`config.mk`:
```
export PLATFORM = sky130hd
export DESIGN_NAME = frame_pattern_generator_flat
export DESIGN_NICKNAME = d
export VERILOG_FILES = /design/src/rtl/frame_pattern_generator_if.sv /design/src/rtl/frame_pattern_generator.sv /design/src/flat_wrapper.sv
export SDC_FILE = /design/constraint.sdc
export NUM_CORES = 1
export LEC_CHECK = 0
export ABC_AREA = 0
export CAP_MARGIN = 5
export CORE_ASPECT_RATIO = 1.1
export CORE_UTILIZATION = 31
export DETAILED_ROUTE_END_ITERATION = 16
export GPL_ROUTABILITY_DRIVEN = 0
export PLACE_DENSITY_LB_ADDON = 0.05
export SYNTH_ARGS = -nofsm -noshare
export SYNTH_HDL_FRONTEND = slang
export SYNTH_SLANG_ARGS = --single-unit
```
`constraint.sdc`:
```
create_clock -name clk -period 9 [get_ports clk]
set_clock_uncertainty 0.05 [all_clocks]
set_input_delay 2.25 -clock clk [delete_from_list [all_inputs] [get_ports clk]]
set_output_delay 2.25 -clock clk [all_outputs]
set_load 0.005 [all_outputs]
```
`src/rtl/frame_pattern_generator_if.sv`:
```
`default_nettype none
// ============================================================================
// frame_pattern_generator_if : AXI-Stream-style pixel bus (data/valid/ready/last/user)
// Revision: 1.0
// ============================================================================
interface frame_pattern_generator_if #(
   parameter int DATA_BITS = 24
);
   logic [DATA_BITS-1:0] m_data;
   logic                 m_valid;
   logic                 m_ready;
   logic                 m_last;
   logic                 m_user;

   modport master (output m_data, m_valid, m_last, m_user, input m_ready);
   modport slave  (input m_data, m_valid, m_last, m_user, output m_ready);
endinterface
`default_nettype wire

```
`src/rtl/frame_pattern_generator.sv`:
```
`default_nettype none
// ============================================================================
// frame_pattern_generator : raster test-pattern source (bars / ramp / checker / solid)
// Revision: 1.0
// ============================================================================
module frame_pattern_generator #(
   parameter int PIXEL_BITS = 8,
   parameter int NUM_PLANES = 3,
   parameter int DIM_BITS   = 13
) (
   input  logic                             clk,
   input  logic                             reset,
   input  logic                             soft_reset,
   input  logic                             enable,
   input  logic [1:0]                       mode,
   input  logic [DIM_BITS-1:0]              width,
   input  logic [DIM_BITS-1:0]              height,
   input  logic [NUM_PLANES*PIXEL_BITS-1:0] solid_color,
   frame_pattern_generator_if.master        m_axis,
   output logic [DIM_BITS-1:0]              row_count,
   output logic [DIM_BITS-1:0]              col_count,
   output logic [15:0]                      frame_count,
   output logic [15:0]                      core_id
);
   localparam int              DATA_BITS = NUM_PLANES * PIXEL_BITS;
   localparam logic [0:0]      ST_IDLE   = 1'b0;
   localparam logic [0:0]      ST_RUN    = 1'b1;
   localparam logic [15:0]     CORE_ID   = 16'h0DEC;
   localparam logic [DIM_BITS:0] ONE_EXT = 1;

   logic [0:0]           r_state, w_state;
   logic [1:0]           r_mode, w_mode;
   logic [DIM_BITS-1:0]  r_width, w_width, r_height, w_height;
   logic [DIM_BITS-1:0]  r_row, w_row, r_col, w_col;
   logic [DATA_BITS-1:0] r_solid, w_solid, r_data, w_data;
   logic [15:0]          r_frame, w_frame;
   logic                 r_valid, w_valid, r_last, w_last, r_user, w_user;
   logic                 w_load, w_present;

   logic                 w_xfer, w_start_ok, w_eol, w_eof;
   logic [DIM_BITS:0]    w_col_ext, w_bar1, w_bar2, w_bar3;
   logic [PIXEL_BITS-1:0] w_ramp;

   assign w_xfer     = r_valid && m_axis.m_ready;
   assign w_start_ok = enable && (width != '0) && (height != '0);
   assign w_eol      = (({1'b0, r_col} + ONE_EXT) == {1'b0, r_width});
   assign w_eof      = w_eol && (({1'b0, r_row} + ONE_EXT) == {1'b0, r_height});

   always_ff @(posedge clk or posedge reset) begin
      if (reset) begin
         r_state  <= ST_IDLE;
         r_mode   <= '0;
         r_width  <= '0;
         r_height <= '0;
         r_solid  <= '0;
         r_row    <= '0;
         r_col    <= '0;
         r_frame  <= '0;
         r_data   <= '0;
         r_valid  <= 1'b0;
         r_last   <= 1'b0;
         r_user   <= 1'b0;
      end else begin
         r_state  <= w_state;
         r_mode   <= w_mode;
         r_width  <= w_width;
         r_height <= w_height;
         r_solid  <= w_solid;
         r_row    <= w_row;
         r_col    <= w_col;
         r_frame  <= w_frame;
         r_data   <= w_data;
         r_valid  <= w_valid;
         r_last   <= w_last;
         r_user   <= w_user;
      end
   end

   // Config is only re-sampled on a frame start, so mid-frame input changes are ignored.
   always_comb begin
      w_state   = r_state;
      w_mode    = r_mode;
      w_width   = r_width;
      w_height  = r_height;
      w_solid   = r_solid;
      w_row     = r_row;
      w_col     = r_col;
      w_frame   = r_frame;
      w_valid   = r_valid;
      w_load    = 1'b0;
      w_present = 1'b0;
      if (soft_reset) begin
         w_state  = ST_IDLE;
         w_mode   = '0;
         w_width  = '0;
         w_height = '0;
         w_solid  = '0;
         w_row    = '0;
         w_col    = '0;
         w_frame  = '0;
         w_valid  = 1'b0;
      end else begin
         case (r_state)
            ST_IDLE: begin
               if (w_start_ok) begin
                  w_state = ST_RUN;
                  w_load  = 1'b1;
               end
            end
            ST_RUN: begin
               if (w_xfer) begin
                  if (w_eof) begin
                     w_frame = r_frame + 16'd1;
                     if (w_start_ok) begin
                        w_load = 1'b1;
                     end else begin
                        w_state = ST_IDLE;
                        w_valid = 1'b0;
                     end
                  end else if (w_eol) begin
                     w_col     = '0;
                     w_row     = r_row + DIM_BITS'(1);
                     w_present = 1'b1;
                  end else begin
                     w_col     = r_col + DIM_BITS'(1);
                     w_present = 1'b1;
                  end
               end
            end
            default: w_state = ST_IDLE;
         endcase
         if (w_load) begin
            w_mode    = mode;
            w_width   = width;
            w_height  = height;
            w_solid   = solid_color;
            w_row     = '0;
            w_col     = '0;
            w_valid   = 1'b1;
            w_present = 1'b1;
         end
      end
   end

   // Pixel is evaluated on the next coordinates/config so it lands with them in the same register stage.
   always_comb begin
      w_col_ext = {1'b0, w_col};
      w_bar1    = {1'b0, w_width >> 2};
      w_bar2    = {1'b0, w_width >> 1};
      w_bar3    = w_bar1 + w_bar2;
      w_ramp    = PIXEL_BITS'(w_col) + PIXEL_BITS'(w_frame);
      w_data    = r_data;
      w_last    = r_last;
      w_user    = r_user;
      if (soft_reset) begin
         w_data = '0;
         w_last = 1'b0;
         w_user = 1'b0;
      end else if (w_present) begin
         w_data = '0;
         for (int p = 0; p < NUM_PLANES; p++) begin
            case (w_mode)
               2'd0: begin
                  if ((w_col_ext >= w_bar3) ||
                      (p == 0 && w_col_ext < w_bar1) ||
                      (p == 1 && w_col_ext >= w_bar1 && w_col_ext < w_bar2) ||
                      (p == 2 && w_col_ext >= w_bar2 && w_col_ext < w_bar3))
                     w_data[p*PIXEL_BITS +: PIXEL_BITS] = '1;
               end
               2'd1: w_data[p*PIXEL_BITS +: PIXEL_BITS] = w_ramp;
               2'd2: begin
                  if (w_col[3] ^ w_row[3])
                     w_data[p*PIXEL_BITS +: PIXEL_BITS] = '1;
               end
               default: w_data[p*PIXEL_BITS +: PIXEL_BITS] = w_solid[p*PIXEL_BITS +: PIXEL_BITS];
            endcase
         end
         w_last = (({1'b0, w_col} + ONE_EXT) == {1'b0, w_width});
         w_user = (w_row == '0) && (w_col == '0);
      end
   end

   assign m_axis.m_data  = r_data;
   assign m_axis.m_valid = r_valid;
   assign m_axis.m_last  = r_last;
   assign m_axis.m_user  = r_user;
   assign row_count      = r_row;
   assign col_count      = r_col;
   assign frame_count    = r_frame;
   assign core_id        = CORE_ID;
endmodule
`default_nettype wire

```
`src/flat_wrapper.sv`:
```
// flat-port wrapper written by rule: the top's interface ports become plain ports
module frame_pattern_generator_flat 
#(
   parameter int PIXEL_BITS = 8,
   parameter int NUM_PLANES = 3,
   parameter int DIM_BITS   = 13
)
  (clk, reset, soft_reset, enable, mode, width, height, solid_color, row_count, col_count, frame_count, core_id, m_axis_m_data, m_axis_m_valid, m_axis_m_last, m_axis_m_user, m_axis_m_ready);
  frame_pattern_generator_if #(.DATA_BITS(24)) m_axis_i ();
  input  logic clk;
  input  logic reset;
  input  logic soft_reset;
  input  logic enable;
  input  logic [1:0] mode;
  input  logic [DIM_BITS-1:0] width;
  input  logic [DIM_BITS-1:0] height;
  input  logic [NUM_PLANES*PIXEL_BITS-1:0] solid_color;
  output logic [DIM_BITS-1:0] row_count;
  output logic [DIM_BITS-1:0] col_count;
  output logic [15:0] frame_count;
  output logic [15:0] core_id;
  output wire logic [$bits(m_axis_i.m_data)-1:0] m_axis_m_data;
  output wire logic [$bits(m_axis_i.m_valid)-1:0] m_axis_m_valid;
  output wire logic [$bits(m_axis_i.m_last)-1:0] m_axis_m_last;
  output wire logic [$bits(m_axis_i.m_user)-1:0] m_axis_m_user;
  input wire logic [$bits(m_axis_i.m_ready)-1:0] m_axis_m_ready;
  assign m_axis_m_data = m_axis_i.m_data;
  assign m_axis_m_valid = m_axis_i.m_valid;
  assign m_axis_m_last = m_axis_i.m_last;
  assign m_axis_m_user = m_axis_i.m_user;
  assign m_axis_i.m_ready = m_axis_m_ready;
  frame_pattern_generator #(.PIXEL_BITS(PIXEL_BITS), .NUM_PLANES(NUM_PLANES), .DIM_BITS(DIM_BITS)) u_core (.clk(clk), .reset(reset), .soft_reset(soft_reset), .enable(enable), .mode(mode), .width(width), .height(height), .solid_color(solid_color), .m_axis(m_axis_i), .row_count(row_count), .col_count(col_count), .frame_count(frame_count), .core_id(core_id));
endmodule
```
Word level (Yosys, flattened, before mapping)

Cells that the tools add are included.

Register bits: 122
Word-level logic and storage cells: 117
Bits of input ports: 57

Equal/unequal tests: 6
Muxes and demuxes: 57
Bitwise operators: 2
Magnitude comparators: 6
Add/subtract/negate cells: 8
Reductions and logical operators: 25

Operators with widths:

| cell                                                            | number |
|---|---|
| 13-bit two-way mux                                              | 16 |
| 24-bit two-way mux                                              | 4 |
| 8-bit case mux with 3 select lines                              | 3 |
| 16-bit two-way mux                                              | 4 |
| 13-bit by 1-bit adder with 14-bit output, second input constant | 3 |
| 14-bit by 13-bit equality test with 1-bit output                | 3 |
| 8-bit two-way mux                                               | 4 |
| 13-bit by 1-bit adder with 13-bit output, second input constant | 2 |
| 13-bit logical NOT                                              | 2 |
| 13-bit nonzero test                                             | 2 |
| 1-bit two-way mux                                               | 22 |
| 16-bit by 1-bit adder with 16-bit output, second input constant | 1 |
| 13-bit by 14-bit greater-or-equal comparator with 1-bit output  | 1 |
| 13-bit by 14-bit < comparator with 1-bit output                 | 1 |
| 11-bit by 12-bit adder with 13-bit output                       | 1 |
| 13-bit by 11-bit greater-or-equal comparator with 1-bit output  | 1 |
| 13-bit by 12-bit greater-or-equal comparator with 1-bit output  | 1 |
| 13-bit by 11-bit < comparator with 1-bit output                 | 1 |
| 13-bit by 12-bit < comparator with 1-bit output                 | 1 |
| 2-bit nonzero test                                              | 5 |
| 3-bit nonzero test                                              | 3 |
| 8-bit adder                                                     | 1 |
| 1-bit logical AND                                               | 7 |
| 2-bit two-way mux                                               | 2 |
| 10 further kinds                                                | 13 |

Depth between registers and ports, before layout

Depth in word-level cells: 18
Gate-level depth with buffers: 32

Worst setup path before layout

OpenSTA, ideal clock, no wires.

Path kind: input -> register
From: input height[6]
To: register u_core.r_data[16] (netlist: u_core.m_axis.m_data[16])
Slack: 1.780 ns
Library setup time: 0.118 ns
Required time: 8.832 ns
Buffers on the path: 3
Data arrival time: 7.051 ns
Stages on the path: 27
Cells stage by stage: nor4_1 > nand4_1 > nand3_1 > or4_4 > o21a_1 > clkbuf_1 > clkbuf_1 > clkbuf_1 > a21boi_0 > or2_2 > inv_1 > ha_1 > or3_1 > o21ai_0 > xnor2_1 > ha_1 > nor2b_1 > o31a_1 > o21a_1 > o21a_1 > o21a_1 > o21ai_0 > a211o_1 > o41ai_1 > o21bai_2 > a21oi_1 > a21o_1

Cells in the longest elaborated chain, start to end: 17
Elaborated cells on any way between the ends: 36
Those cells by class: 2 x add/sub; 3 x order compare; 2 x eq/ne; 22 x mux; 1 x bitwise; 6 x reduce/logical

Ends and longest elaborated chain:

| item                                            | line                                                           | text |
|---|---|---|
| start: declaration                              | flat_wrapper.sv:16                                             | `input logic [DIM_BITS-1:0] height;` |
| 13-bit nonzero test (*)                         | frame_pattern_generator.sv:45                                  | `assign w_start_ok = enable && (width != '0) && (height != '0);` |
| 1-bit logical AND (*)                           | frame_pattern_generator.sv:45                                  |  |
| 1-bit two-way mux (*)                           | frame_pattern_generator.sv:105, frame_pattern_generator.sv:114 |  |
| 1-bit two-way mux                               | frame_pattern_generator.sv:112                                 | `if (w_eof) begin` |
| 1-bit two-way mux                               | frame_pattern_generator.sv:111                                 | `if (w_xfer) begin` |
| 1-bit case mux with 2 select lines (*)          | frame_pattern_generator.sv:103                                 | `case (r_state)` |
| 1-bit two-way mux (*)                           | frame_pattern_generator.sv:92                                  | `if (soft_reset) begin` |
| 13-bit two-way mux (*)                          | frame_pattern_generator.sv:132                                 | `if (w_load) begin` |
| (+1 left out)                                   | n/a                                                            |  |
| net u_core.w_width[6]                           | frame_pattern_generator.sv:33                                  | `logic [DIM_BITS-1:0] r_width, w_width, r_height, w_height;` |
| 11-bit by 12-bit adder with 13-bit output       | frame_pattern_generator.sv:150                                 | `w_bar3 = w_bar1 + w_bar2;` |
| 13-bit by 14-bit < comparator with 1-bit output | n/a                                                            |  |
| 1-bit logical AND                               | frame_pattern_generator.sv:167                                 | `(p == 2 && w_col_ext >= w_bar2 && w_col_ext < w_bar3))` |
| 1-bit logical OR (*)                            | frame_pattern_generator.sv:166                                 | `(p == 1 && w_col_ext >= w_bar1 && w_col_ext < w_bar2) \|\|` |
| 8-bit two-way mux (*)                           | frame_pattern_generator.sv:164                                 | `if ((w_col_ext >= w_bar3) \|\|` |
| 8-bit case mux with 3 select lines (*)          | frame_pattern_generator.sv:162                                 | `case (w_mode)` |
| 24-bit two-way mux (*)                          | frame_pattern_generator.sv:159                                 | `end else if (w_present) begin` |
| 24-bit two-way mux (*)                          | frame_pattern_generator.sv:155                                 | `if (soft_reset) begin` |
| end signal: assignment                          | frame_pattern_generator.sv:72                                  | `r_data <= w_data;` |
| end: declaration                                | frame_pattern_generator.sv:35                                  | `logic [DATA_BITS-1:0] r_solid, w_solid, r_data, w_data;` |

The timed path passes the listed nets; every way through them passes the cells marked *. The select of a mux whose other input is x is not followed.
A chain may end at the register's enable or synchronous reset.

Worst setup path after layout

From: input width[9]
To: register u_core.r_data[23] (netlist: u_core.m_axis.m_data[23])

Cells in the longest elaborated chain, start to end: 18
Elaborated cells on any way between the ends: 37
Those cells by class: 2 x add/sub; 3 x order compare; 2 x eq/ne; 22 x mux; 1 x bitwise; 7 x reduce/logical

Ends and longest elaborated chain:

| item                                            | line                                                           | text |
|---|---|---|
| start: declaration                              | flat_wrapper.sv:15                                             | `input logic [DIM_BITS-1:0] width;` |
| 13-bit nonzero test (*)                         | frame_pattern_generator.sv:45                                  |  |
| 1-bit logical AND (*) (2 in series)             | frame_pattern_generator.sv:45                                  |  |
| 1-bit two-way mux (*)                           | frame_pattern_generator.sv:105, frame_pattern_generator.sv:114 |  |
| 1-bit two-way mux                               | frame_pattern_generator.sv:112                                 |  |
| 1-bit two-way mux                               | frame_pattern_generator.sv:111                                 |  |
| 1-bit case mux with 2 select lines (*)          | frame_pattern_generator.sv:103                                 |  |
| 1-bit two-way mux (*)                           | frame_pattern_generator.sv:92                                  |  |
| 13-bit two-way mux (*)                          | frame_pattern_generator.sv:132                                 |  |
| (+1 left out)                                   | n/a                                                            |  |
| net u_core.w_width[6]                           | frame_pattern_generator.sv:33                                  |  |
| 11-bit by 12-bit adder with 13-bit output       | frame_pattern_generator.sv:150                                 |  |
| 13-bit by 14-bit < comparator with 1-bit output | n/a                                                            |  |
| 1-bit logical AND                               | frame_pattern_generator.sv:167                                 |  |
| 1-bit logical OR (*)                            | frame_pattern_generator.sv:166                                 |  |
| 8-bit two-way mux (*)                           | frame_pattern_generator.sv:164                                 |  |
| 8-bit case mux with 3 select lines (*)          | frame_pattern_generator.sv:162                                 |  |
| 24-bit two-way mux (*)                          | frame_pattern_generator.sv:159                                 |  |
| 24-bit two-way mux (*)                          | frame_pattern_generator.sv:155                                 |  |

Marked as above.

==> results_dict.tcl <==
set metrics [dict create \
    global_route.overflow_total 0 \
    die_w_um 164 \
    synth_sequential_area_ratio 0.339 \
    fillers 2965 \
    clk_path_buf_depth 2 \
    critPathRequiredTime_ns 9.27 \
    timing.max_cap.violations 0 \
    hold-worst-slack_ns 0.439 \
    leakagePower_nw 4.96 \
    run_status "finished, final reports clean" \
    place.detailed.hpwl_um 22700 \
    areaGrowthSynthToFinish_pct 24.9 \
    synth_area_per_cell_um2 8.42 \
    post_synth_num_cell_types 80 \
    relSlewSlack 0.411 \
    synth-main-ff-cell "sky130_fd_sc_hd__dfrtp_1" \
    finalCriticalPeriod_ns 8.12 \
    fmax_mhz 123 \
    floorplan.die.height_um 181 \
    detail_route.wirelength_um 30600 \
    tritoncts_buffer_count 17 \
    layout_common_cells "sky130_fd_sc_hd__nand2_1 (151), sky130_fd_sc_hd__clkdlybuf4s50_1 (124), sky130_fd_sc_hd__dfrtp_1 (122)" \
    critPathMaxFanout 13 \
    multi_input_combinational_cell_area_um2 5520 \
    number_of_antenna_violations_at_the_first_check_in_global_routing 1 \
    die-area_um2 29700 \
    worstSkewPairLatency_ns 0.42 \
    synth_enable_flop_cells 0 \
    numPortBuffers 125 \
    drtAntennaViolNets 0 \
    setup.worst_path.start_class "primary input" \
    crit_arrival_ns 8.38 \
    finalCritPeriodShare 0.902 \
    end_kind "register" \
    design_area_um2 11200 \
    cts_resized 0 \
    floorplan.rows 65 \
    synth_cells 1068 \
    htree_levels 4 \
    grtUsageTotal 0.212 \
    rsz0062_at_grt "no" \
    hp-class "register to register" \
    routedWlPerCell_um 19.5 \
    total_of_endpoints_with_negative_setup_slack_in_the_final_report 0 \
    tritoncts "built" \
    floorplan.initialDensity 0.314 \
    finalNetCount 1306 \
    finalNonFillerCells 1570 \
    post-cts-setup-buffers 0 \
    cts.sinks 122 \
    critical_path_class "primary input to register" \
    setup_tns_ns 0 \
    final-max-slew-violation-count 0 \
    dp.cells 1537 \
    first_pass_grt_wire_length_um 48200 \
    powerDensity_nw_per_um2 142 \
    vias_per_std_cell 5.24 \
    area.sequential_um2 3050 \
    yosys_warnings 0 \
    placed_area_um2 10600 \
    ctsHoldBuffers 0 \
    mappedNetlistArea_um2 8990 \
    ir_drop_v 0.0000898 \
    via_count_of_the_first_global_routing_pass 8185 \
    fp.coreArea_um2 28600 \
    ios 142 \
    maximum_number_of_pins_on_one_net_before_global_route_repair 68 \
    detail_route.drc_violations 0 \
    ys_seq_elements 122 \
    worst_setup_hold_path_clk_slew_ns 0.07 \
    share_of_final_layout_standard_cells_stronger_than_drive_strength_1 0.0741 \
    dr.first_iter.drc_count 549 \
    synth-async-reset-ratio 1.00 \
    most_common_library_cell_in_the_layout_ignoring_fill_and_taps "sky130_fd_sc_hd__nand2_1" \
    route.vias.total 8226 \
    worst-slew-pin-transition_ns 0.884 \
    final_count_of_hold_timing_violations 0 \
    drt_pre_antenna_iters 5 \
    clockRootBuffer "sky130_fd_sc_hd__clkbuf_16" \
]
[stage by stage]
| step | power [mW] | util | worst slack [ns] |
|---|---|---|---|
| floorplan | 0.769 | - | 1.78 |
| global placement | 0.892 | 0.371 | 0.450 |
| detailed placement | 0.889 | 0.371 | 0.420 |
| CTS | 1.61 | 0.392 | 0.844 |
| global route | 1.67 | 0.392 | 0.435 |
| finish | 1.59 | 0.392 | 0.885 |
[logic make-up after synthesis]
| family | count (synthesis) | share of synthesized area |
|---|---|---|
| adder cells (fa/ha/maj) | 62 | 0.0868 |
| AND/OR/NAND/NOR | 383 | 0.215 |
| other | 2 | 0.000835 |
| AO/OA/AOI/OAI | 293 | 0.203 |
| flip-flops | 122 | 0.339 |
| multiplexers | 10 | 0.0111 |
| XOR/XNOR | 90 | 0.0892 |
| buffers and inverters | 106 | 0.0541 |
[area by class of cell]
class,count,share of cell area
multi-input cells,854,0.491
flip-flops and latches,122,0.272
repair buffers,150,0.128
well taps,368,0.0410
clock buffers,17,0.0379
clock inverters,15,0.0155
inverters,43,0.0146
diodes,1,0.000223
[worst paths after layout]
check	startpoint	depth (start not counted)	to	slack, ns
worst max-delay path	width[9]	28	u_core.m_axis.m_data[23]	0.88
worst min-delay path	u_core.m_axis.m_data[8]	1	u_core.m_axis.m_data[8]	0.44
worst max register to register	u_core.col_count[0]	29	u_core.m_axis.m_data[23]	1.81
worst min register to register	u_core.m_axis.m_data[8]	1	u_core.m_axis.m_data[8]	0.44
max in group asynchronous	reset	3	u_core.r_width[4]	5.28
min in group asynchronous	reset	2	u_core.r_solid[8]	2.26
[flip-flops by register name, indices dropped and copies added (netlist names)]
signal                 cells
u_core.m_axis.m_valid      1
u_core.r_width            13
u_core.m_axis.m_last       1
u_core.m_axis.m_data      24
u_core.r_solid            24
u_core.col_count          13
u_core.r_mode              2
u_core.row_count          13
u_core.r_state             1
u_core.r_height           13
u_core.frame_count        16
u_core.m_axis.m_user       1
[critical path, cell delays in order]
cell and delay (ns):
sky130_fd_sc_hd__clkdlybuf4s50_1 0.50, sky130_fd_sc_hd__nor4_1 0.06, sky130_fd_sc_hd__nand4_1 0.22, sky130_fd_sc_hd__nand3_1 0.25
sky130_fd_sc_hd__or4_4 0.64, sky130_fd_sc_hd__o21ai_4 0.37, sky130_fd_sc_hd__nand2_1 0.20, sky130_fd_sc_hd__a21boi_0 0.17
sky130_fd_sc_hd__or2_2 0.34, sky130_fd_sc_hd__inv_1 0.18, sky130_fd_sc_hd__ha_1 0.26, sky130_fd_sc_hd__nor2_1 0.09
sky130_fd_sc_hd__nor2_1 0.15, sky130_fd_sc_hd__o21ai_0 0.16, sky130_fd_sc_hd__xnor2_1 0.24, sky130_fd_sc_hd__ha_1 0.28
sky130_fd_sc_hd__nand4_1 0.13, sky130_fd_sc_hd__nor2_1 0.06, sky130_fd_sc_hd__o31a_1 0.23, sky130_fd_sc_hd__o21a_1 0.17
sky130_fd_sc_hd__o21a_1 0.16, sky130_fd_sc_hd__o21a_1 0.15, sky130_fd_sc_hd__o21ai_0 0.14, sky130_fd_sc_hd__a211o_1 0.21
sky130_fd_sc_hd__o41ai_1 0.10, sky130_fd_sc_hd__o21bai_2 0.36, sky130_fd_sc_hd__a21oi_1 0.13, sky130_fd_sc_hd__a21o_1 0.17
[synth_stat cells (5+ instances only)]
cell type                  instances  area share
sky130_fd_sc_hd__nor3_1           18       0.010
sky130_fd_sc_hd__xor2_1           44       0.043
sky130_fd_sc_hd__and4_1           10      0.0097
sky130_fd_sc_hd__inv_1            42       0.018
sky130_fd_sc_hd__ha_1             60       0.083
sky130_fd_sc_hd__o22ai_1           5      0.0035
sky130_fd_sc_hd__a211oi_1          5      0.0042
sky130_fd_sc_hd__nand4_1          21       0.015
sky130_fd_sc_hd__a21boi_0          5      0.0042
sky130_fd_sc_hd__and2_1            6      0.0042
sky130_fd_sc_hd__buf_4            17       0.014
sky130_fd_sc_hd__buf_2            14      0.0078
sky130_fd_sc_hd__a21oi_1         116       0.065
sky130_fd_sc_hd__or3_1             8      0.0056
sky130_fd_sc_hd__o21ai_0          54       0.030
sky130_fd_sc_hd__or2_2             6      0.0042
sky130_fd_sc_hd__clkbuf_1         29       0.012
sky130_fd_sc_hd__and3_1           14      0.0097
sky130_fd_sc_hd__o21a_1           14       0.012
sky130_fd_sc_hd__mux2i_1          10       0.011
sky130_fd_sc_hd__a21o_1           28       0.023
sky130_fd_sc_hd__nor2b_1          16       0.011
sky130_fd_sc_hd__o21bai_1          7      0.0058
sky130_fd_sc_hd__nand2b_1          6      0.0042
sky130_fd_sc_hd__o211ai_1          6      0.0050
sky130_fd_sc_hd__a31oi_1           6      0.0042
sky130_fd_sc_hd__xnor2_1          45       0.044
sky130_fd_sc_hd__a22oi_1           5      0.0042
sky130_fd_sc_hd__nor4_1           18       0.013
sky130_fd_sc_hd__nor2_1           60       0.025
sky130_fd_sc_hd__nand3_1          26       0.014
sky130_fd_sc_hd__dfrtp_1         122        0.34
sky130_fd_sc_hd__nand2_1         151       0.063
[power by group]
group / switching [mW] / internal (mW)
sequential: 0.0226 / 0.578
combinational: 0.151 / 0.125
clock: 0.315 / 0.398
total: 0.488 / 1.10
[metal layers]
layer | GRT usage | wire length [um]
met1 | 0.300 | 14900
met2 | 0.338 | 14300
met3 | 0.0290 | 921
met4 | 0.0517 | 373
met5 | 0 | 0
No activity file was read; power rests on OpenSTA's default activity.
